===== src/rtl/sync_pkg.sv =====
// -----------------------------------------------------------------------------
// sync_pkg
//   Shared defaults and helpers for the sync_filter_edge block.
//
//   Contents:
//     DEF_NUM_STAGES  default synchronizer depth per channel
//     DEF_BUS_WIDTH   default number of independent channels
//     DEF_FILT_CNT    default number of stable cycles before a filtered
//                     channel is allowed to change
//     cnt_width()     width of the per-channel stability counter
// -----------------------------------------------------------------------------
package sync_pkg;

    localparam int DEF_NUM_STAGES = 2;
    localparam int DEF_BUS_WIDTH  = 4;
    localparam int DEF_FILT_CNT   = 3;

    // The counter must hold values 0 .. FILT_CNT, so clog2(FILT_CNT+1) bits.
    // Illegal FILT_CNT values are trapped elsewhere; return 1 so the width
    // stays positive long enough for that check to report.
    function automatic int cnt_width(input int filt_cnt);
        return (filt_cnt < 1) ? 1 : $clog2(filt_cnt + 1);
    endfunction

endpackage


===== src/rtl/sync_filter_chan.sv =====
// -----------------------------------------------------------------------------
// sync_filter_chan
//   One channel of the synchronizer/filter: a NUM_STAGES flop chain, an
//   optional glitch filter and, when SYNC_FILTER_EDGE_DET_EN is defined,
//   registered rise/fall pulse flops.
//
//   Configuration macro: SYNC_FILTER_EDGE_DET_EN
//     defined   -> rise/fall are registered edge pulses, pulse_next exists
//     undefined -> rise/fall tied to 0, no edge flops, no pulse_next port
//
//   Ports:
//     clk         rising-edge clock
//     rst         synchronous active-high reset
//     level       asynchronous level input
//     filt_en     1 = glitch-filtered, 0 = plain synchronizer
//     sync        registered output level
//     rise        one-cycle pulse in the first cycle sync shows 1
//     fall        one-cycle pulse in the first cycle sync shows 0
//     pulse_next  (macro only) sync is about to change on the next edge
// -----------------------------------------------------------------------------
module sync_filter_chan
    import sync_pkg::*;
#(
    parameter int NUM_STAGES = DEF_NUM_STAGES,
    parameter int FILT_CNT   = DEF_FILT_CNT
) (
    input  logic clk,
    input  logic rst,
    input  logic level,
    input  logic filt_en,
    output logic sync,
    output logic rise,
`ifdef SYNC_FILTER_EDGE_DET_EN
    output logic fall,
    output logic pulse_next
`else
    output logic fall
`endif
);

    localparam int              CW   = cnt_width(FILT_CNT);
    localparam logic [CW-1:0]   LAST = CW'(FILT_CNT - 1);
    localparam logic [CW-1:0]   ONE  = CW'(1);

    if (NUM_STAGES < 2) begin : g_bad_stages
        $error("sync_filter_chan: NUM_STAGES must be 2 or more");
    end
    if (FILT_CNT < 1) begin : g_bad_filt
        $error("sync_filter_chan: FILT_CNT must be 1 or more");
    end

    logic [NUM_STAGES-1:0] chain;
    logic                  raw;
    logic [CW-1:0]         cnt;
    logic [CW-1:0]         cnt_d;
    logic                  sync_d;

    // Pure shift chain: nothing may sit between stages, otherwise the
    // metastability settling time of each stage is eaten by logic delay.
    // NOTE: sequential state uses non-blocking (<=) so every flop samples the
    // pre-edge value of its neighbour; blocking here would collapse the chain.
    // NOTE: the chain is reset on purpose -- it is a handful of flops, not a
    // memory, and a clean 0 after reset is what makes the first edge defined.
    always_ff @(posedge clk) begin
        if (rst) begin
            chain <= '0;
        end else begin
            chain <= {chain[NUM_STAGES-2:0], level};
        end
    end

    assign raw = chain[NUM_STAGES-1];

    // Filter: count consecutive cycles in which raw disagrees with sync; the
    // FILT_CNT-th disagreeing cycle commits the new level. Any agreement, or
    // leaving filtered mode, drops the partial count. The counter tops out at
    // FILT_CNT-1 and never wraps.
    // NOTE: every signal assigned here gets a default first, so no path can
    // leave it unassigned and infer a latch.
    always_comb begin
        sync_d = sync;
        cnt_d  = '0;
        if (!filt_en) begin
            sync_d = raw;
        end else if (raw != sync) begin
            if (cnt == LAST) begin
                sync_d = raw;
            end else begin
                cnt_d = cnt + ONE;
            end
        end
    end

    always_ff @(posedge clk) begin
        if (rst) begin
            sync <= 1'b0;
            cnt  <= '0;
        end else begin
            sync <= sync_d;
            cnt  <= cnt_d;
        end
    end

`ifdef SYNC_FILTER_EDGE_DET_EN
    // Edge flops load alongside sync, so a pulse lines up with the first
    // cycle that sync shows its new value.
    always_ff @(posedge clk) begin
        if (rst) begin
            rise <= 1'b0;
            fall <= 1'b0;
        end else begin
            rise <= sync_d & ~sync;
            fall <= ~sync_d & sync;
        end
    end

    assign pulse_next = sync_d ^ sync;
`else
    assign rise = 1'b0;
    assign fall = 1'b0;
`endif

endmodule


===== src/rtl/sync_filter_edge.sv =====
// -----------------------------------------------------------------------------
// sync_filter_edge
//   Multi-channel level synchronizer with optional per-channel glitch filter
//   and edge detection. Each bit is an independent sync_filter_chan.
//
//   Configuration macro: SYNC_FILTER_EDGE_DET_EN
//     defined   -> RISE/FALL/CHG are registered one-cycle pulses
//     undefined -> RISE/FALL/CHG tied to 0; SYNC behaviour unchanged
//
//   Parameters:
//     NUM_STAGES  synchronizer flops per channel (>= 2)
//     BUS_WIDTH   number of channels (>= 1)
//     FILT_CNT    stable cycles needed before a filtered output changes (>= 1)
//
//   Ports:
//     CLK      rising-edge clock
//     RST      synchronous active-high reset
//     ASYNC    asynchronous level inputs, one per channel
//     FILT_EN  per-channel mode: 1 = filtered, 0 = plain synchronizer
//     SYNC     registered synchronized (optionally filtered) levels
//     RISE     per-channel pulse on SYNC 0->1
//     FALL     per-channel pulse on SYNC 1->0
//     CHG      pulse when any RISE or FALL bit is set
// -----------------------------------------------------------------------------
module sync_filter_edge
    import sync_pkg::*;
#(
    parameter int NUM_STAGES = DEF_NUM_STAGES,
    parameter int BUS_WIDTH  = DEF_BUS_WIDTH,
    parameter int FILT_CNT   = DEF_FILT_CNT
) (
    input  logic                 CLK,
    input  logic                 RST,
    input  logic [BUS_WIDTH-1:0] ASYNC,
    input  logic [BUS_WIDTH-1:0] FILT_EN,
    output logic [BUS_WIDTH-1:0] SYNC,
    output logic [BUS_WIDTH-1:0] RISE,
    output logic [BUS_WIDTH-1:0] FALL,
    output logic                 CHG
);

    if (NUM_STAGES < 2) begin : g_bad_stages
        $error("sync_filter_edge: NUM_STAGES must be 2 or more");
    end
    if (BUS_WIDTH < 1) begin : g_bad_width
        $error("sync_filter_edge: BUS_WIDTH must be 1 or more");
    end
    if (FILT_CNT < 1) begin : g_bad_filt
        $error("sync_filter_edge: FILT_CNT must be 1 or more");
    end

`ifdef SYNC_FILTER_EDGE_DET_EN
    logic [BUS_WIDTH-1:0] pulse_next;
`endif

    for (genvar i = 0; i < BUS_WIDTH; i++) begin : g_chan
        sync_filter_chan #(
            .NUM_STAGES (NUM_STAGES),
            .FILT_CNT   (FILT_CNT)
        ) u_chan (
            .clk        (CLK),
            .rst        (RST),
            .level      (ASYNC[i]),
            .filt_en    (FILT_EN[i]),
            .sync       (SYNC[i]),
            .rise       (RISE[i]),
`ifdef SYNC_FILTER_EDGE_DET_EN
            .fall       (FALL[i]),
            .pulse_next (pulse_next[i])
`else
            .fall       (FALL[i])
`endif
        );
    end

`ifdef SYNC_FILTER_EDGE_DET_EN
    // CHG is built from the channels' next-edge indications and registered
    // here, so it is a true flop output aligned with the RISE/FALL pulses.
    always_ff @(posedge CLK) begin
        if (RST) begin
            CHG <= 1'b0;
        end else begin
            CHG <= |pulse_next;
        end
    end
`else
    assign CHG = 1'b0;
`endif

endmodule


===== config.mk =====
export PLATFORM = sky130hd
export DESIGN_NAME = sync_filter_edge
export DESIGN_NICKNAME = d
export VERILOG_FILES = /design/src/rtl/sync_pkg.sv /design/src/rtl/sync_filter_chan.sv /design/src/rtl/sync_filter_edge.sv
export SDC_FILE = /design/constraint.sdc
export NUM_CORES = 1
export LEC_CHECK = 0
export CAP_MARGIN = 20
export CORE_UTILIZATION = 49
export DETAILED_ROUTE_END_ITERATION = 8
export PLACE_DENSITY_LB_ADDON = 0.12
export SLEW_MARGIN = 20
export SYNTH_ARGS = -nofsm -noshare
export SYNTH_HDL_FRONTEND = slang
export SYNTH_SLANG_ARGS = --single-unit

===== constraint.sdc =====
create_clock -name CLK -period 2.7 [get_ports CLK]
set_input_delay 0.54 -clock CLK [delete_from_list [all_inputs] [get_ports CLK]]
set_output_delay 0.54 -clock CLK [all_outputs]
set_load 0.05 [all_outputs]

# Word level (Yosys, flattened, before mapping)
# Cells that the tools add are included.
# word_totals
ff_bits	20
input_bits	10
output_inout_bits	13
elab_cells	60
# classes
n_addsub	4
eq_ne	16
n_mux	12
bitwise	8
n_reduce_logical	8
# ops
cell	n
!= test 2 x 1 -> 1 bit (second input constant)	8
OR reduction 4 bit	4
2-to-1 mux 1 bit	12
adder 2 x 1 -> 2 bit (second input constant)	4
equality test 2 bit (second input constant)	4
inverter 1 bit	8
AND reduction 2 bit	4
!= test 1 bit	4

# Depth between registers and ports, before layout
# depth
depth_word	4
depth_mapped	4
mapped_depth_nobuf	4

# Cells and area by module
# From an unflattened synthesis, not the netlist that was laid out.
# hier_totals
hier_cells	78
hier_area_um2	847.1
# modules_own_cells
mod	instances	cells_per_inst	area_each_um2	seq_area_each_um2
sync_filter_chan	4	19	209.0	100.1
sync_filter_edge	1	2	11.3	0.0

# Worst setup path before layout
# Ideal clock, no wire load.
# synth_path
kind	input -> register
startpoint	input RST
endpoint	register g_chan[3].u_chan.cnt[1]
setup_ps	92
arrival_ps	997
t_required_ps	2608
path_slack_ps	1611
cell_stages	3
path_buffers	2
cell_sequence	buf_6 > buf_6 > nor4_1
# synth_between
elab_chain_len	1
# synth_lines
element	line	source
start: declaration	sync_filter_edge.sv:33	input logic RST,
OR reduction 4 bit (no source line)	n/a	
end signal: assignment	sync_filter_chan.sv:100	cnt <= cnt_d;
end: declaration	sync_filter_chan.sv:54	logic [CW-1:0] cnt;
# Every way passes these cells.
# A chain may end at the register's enable or synchronous reset.

# Worst setup path in the final report
# layout_path
startpoint	register g_chan[2].u_chan.sync
endpoint	output SYNC[2]
# layout_rtl
element	line	source
start: declaration	sync_filter_chan.sv:31	output logic sync,
start signal: assignment	sync_filter_chan.sv:99	sync <= sync_d;
end: declaration	sync_filter_edge.sv:36	output logic [BUS_WIDTH-1:0] SYNC,
# No word-level cell between the ends.

==> results.tsv <==
metric	value	unit
area growth from synthesis to layout	14.0	%
gp weighted congestion	0.755	
die area	0.00193	sq mm
slowest CP cell	clkdlybuf4s50_1	
XOR/XNOR Fraction of Synth Area	0.0408	
Die Span X	43.9	um
TritonRoute pass-1 iters	3	
Warnings, synthesis	0	
Crit path max-delay family	buffers and inverters	
Routed WL	1010	um
PostCTS Resize Cnt	0	
mux cell area share after synthesis	0	
Starting Density	0.545	
Avg Cell Area, Syn	11.2	sq um
initial antenna violation count	0	
CTS tree	built	
Final Core Density	0.621	
critical path class	flip-flop to output pin	
Seq/Total Area, Yosys	0.466	
max incr delay on CP	0.81	ns
Clock Tree Buf Depth	2	
# setup viols final	0	
clk_skew	0.00284	ns
Final Hold Vio Count	0	
Worst-path clk slew	0.11	ns
global-route wire length before repair	1680	um
postcts setup bufs	0	
post-synthesis cell area	860	sq um
maxcap violations	0	
Compound-Gate Fraction of Synth Area	0.0408	
core box area	0.00158	sq mm
number of global-route vias before repair	430	
Inserted Diodes	0	
share of cells above drive strength 1	0.227	
Placed Area	927	sq um
Worst Path Max Fanout	3	
Fillers	151	
footprint of the multi-input gates	350	sq um
synth unique cells	14	
CP arrival	1.50	ns
Non-Filler Instances	104	
Root Driver	clkbuf_4	
crit end category	output pin	
required time worst endpoint	2.16	ns
CP cell instances	clkdlybuf4s50_1	
final setup TNS	0	ns
Tmin final	2.04	ns
Vias	492	
Crit path buffers/inverters	1	
Hold/Removal Path Class	flip-flop to flip-flop	
post-synthesis adder-cell area fraction	0.0582	
H-tree levels	1	
static leakage	0.396	nW
FF/Latch Area	400	sq um
CTS Buf Count	3	
Synth Area in Simple Gates	0.229	
# nets final	103	
largest family of logic cells by synthesized area	simple AND/OR/NAND/NOR gates	
row count	14	
DP Wirelength	761	um
fin crit share	0.755	
vias per cell	4.73	
IO buf count	13	
Max IR drop VDD	0.000375	V
status	finished, final reports clean	
Post-Place Cells	100	
total track usage	0.121	
Max Fclk	0.491	GHz
Die Y	43.9	um
#FFs+latches synth	20	
Final Instance Area	980	sq um
I/O Pins	23	
grt total ovfl	0	
Critical Path Start Type	flip-flop	
DRC viols	0	
unrepaired setup endpoints after global routing	no	
# hold bufs at CTS	0	
number of DRC markers in iteration 0	2	
post-DR wirelength/cell	9.73	um
final slew viol count	0	
pwr/cell area	634	mW/mm^2
clock latency on the worst-skew pair	0.30	ns
Mapped Cells	77	
largest net degree at the start of global routing	13	
Detail Route Antenna Nets	0	
CTS Sinks	20	
## path summary, 6_finish.rpt
| check | slack (ns) | to | cells past startpoint | startpoint |
|---|---|---|---|---|
| max | 0.66 | SYNC[2] | 1 | g_chan[2].u_chan.sync$_SDFFE_PP0P_ |
| min | 0.43 | g_chan[3].u_chan.cnt[0]$_SDFF_PP0_ | 1 | g_chan[3].u_chan.cnt[0]$_SDFF_PP0_ |
| max reg2reg | 1.57 | g_chan[2].u_chan.sync$_SDFFE_PP0P_ | 4 | g_chan[2].u_chan.cnt[0]$_SDFF_PP0_ |
| min reg2reg | 0.43 | g_chan[3].u_chan.cnt[0]$_SDFF_PP0_ | 1 | g_chan[3].u_chan.cnt[0]$_SDFF_PP0_ |
## per-layer routing
layer  GRT usage  up-vias  part of all wire
li1            -      261                 -
met1       0.161      216              0.48
met2       0.170       13              0.45
met3      0.0250        2             0.050
met4      0.0909        0             0.017
met5           0        -                 0
## layout by cell type, fill, tap and decap left out, types with 4 or more instances in the layout
cell type / instances
nand2b_1: 4
xnor2_1: 4
and2b_2: 8
nor4_1: 7
ha_1: 4
dfxtp_1: 20
conb_1: 9
a31o_2: 4
clkdlybuf4s50_1: 13
inv_1: 5
## area by class of cell
cell class,count,share of cell area
Sequential cell,20,0.409
Multi-Input combinational cell,45,0.358
Timing Repair Buffer,14,0.140
Clock inverter,1,0.0307
Clock buffer,3,0.0230
Tap cell,16,0.0204
Inverter,5,0.0192
## worst reg2reg max path, stage by stage, from the launching register on
cell      delay (ns)
dfxtp_1         0.36
inv_1           0.05
ha_1            0.19
nand2b_1        0.19
a31o_2          0.25
## synth_stat cells
cell,number,area (sq um)
a31o_2,4,35.0
ha_1,4,50.1
buf_6,2,22.5
and2b_2,8,70.1
conb_1,1,3.75
inv_1,5,18.8
dfxtp_1,20,400
nand2b_1,4,25.0
and4bb_2,2,25.0
nor4_1,7,43.8
xnor2_1,4,35.0
nor4bb_1,2,20.0
nor4_2,1,12.5
buf_4,13,97.6
## through the flow
stage | setup slack, ns | hold WS, ns | power (mW)
2_1_floorplan | 1.61 | 0.400 | 0.382
3_3_place_gp | 0.846 | 0.408 | 0.387
3_5_place_dp | 0.829 | 0.416 | 0.387
4_1_cts | 0.643 | 0.433 | 0.631
5_1_grt | 0.606 | 0.452 | 0.646
6_report | 0.661 | 0.428 | 0.622
## flip-flops by register name, summed over array words and instances, names as in the netlist
| register | count |
|---|---|
| g_chan.u_chan.sync | 4 |
| g_chan.u_chan.chain | 8 |
| g_chan.u_chan.cnt | 8 |
## power breakdown
part           switching (mW)  internal, mW
sequential            0.00416         0.304
clock                  0.0910         0.150
combinational          0.0465        0.0262
## cells by family after synthesis
kind of cell / Yosys count
simple gates: 24
buf+inv: 20
flops: 20
compound gates: 4
xor+xnor: 4
fa+ha+maj: 4
other cells: 1
Note: power is estimated with default switching activity, not from simulation.
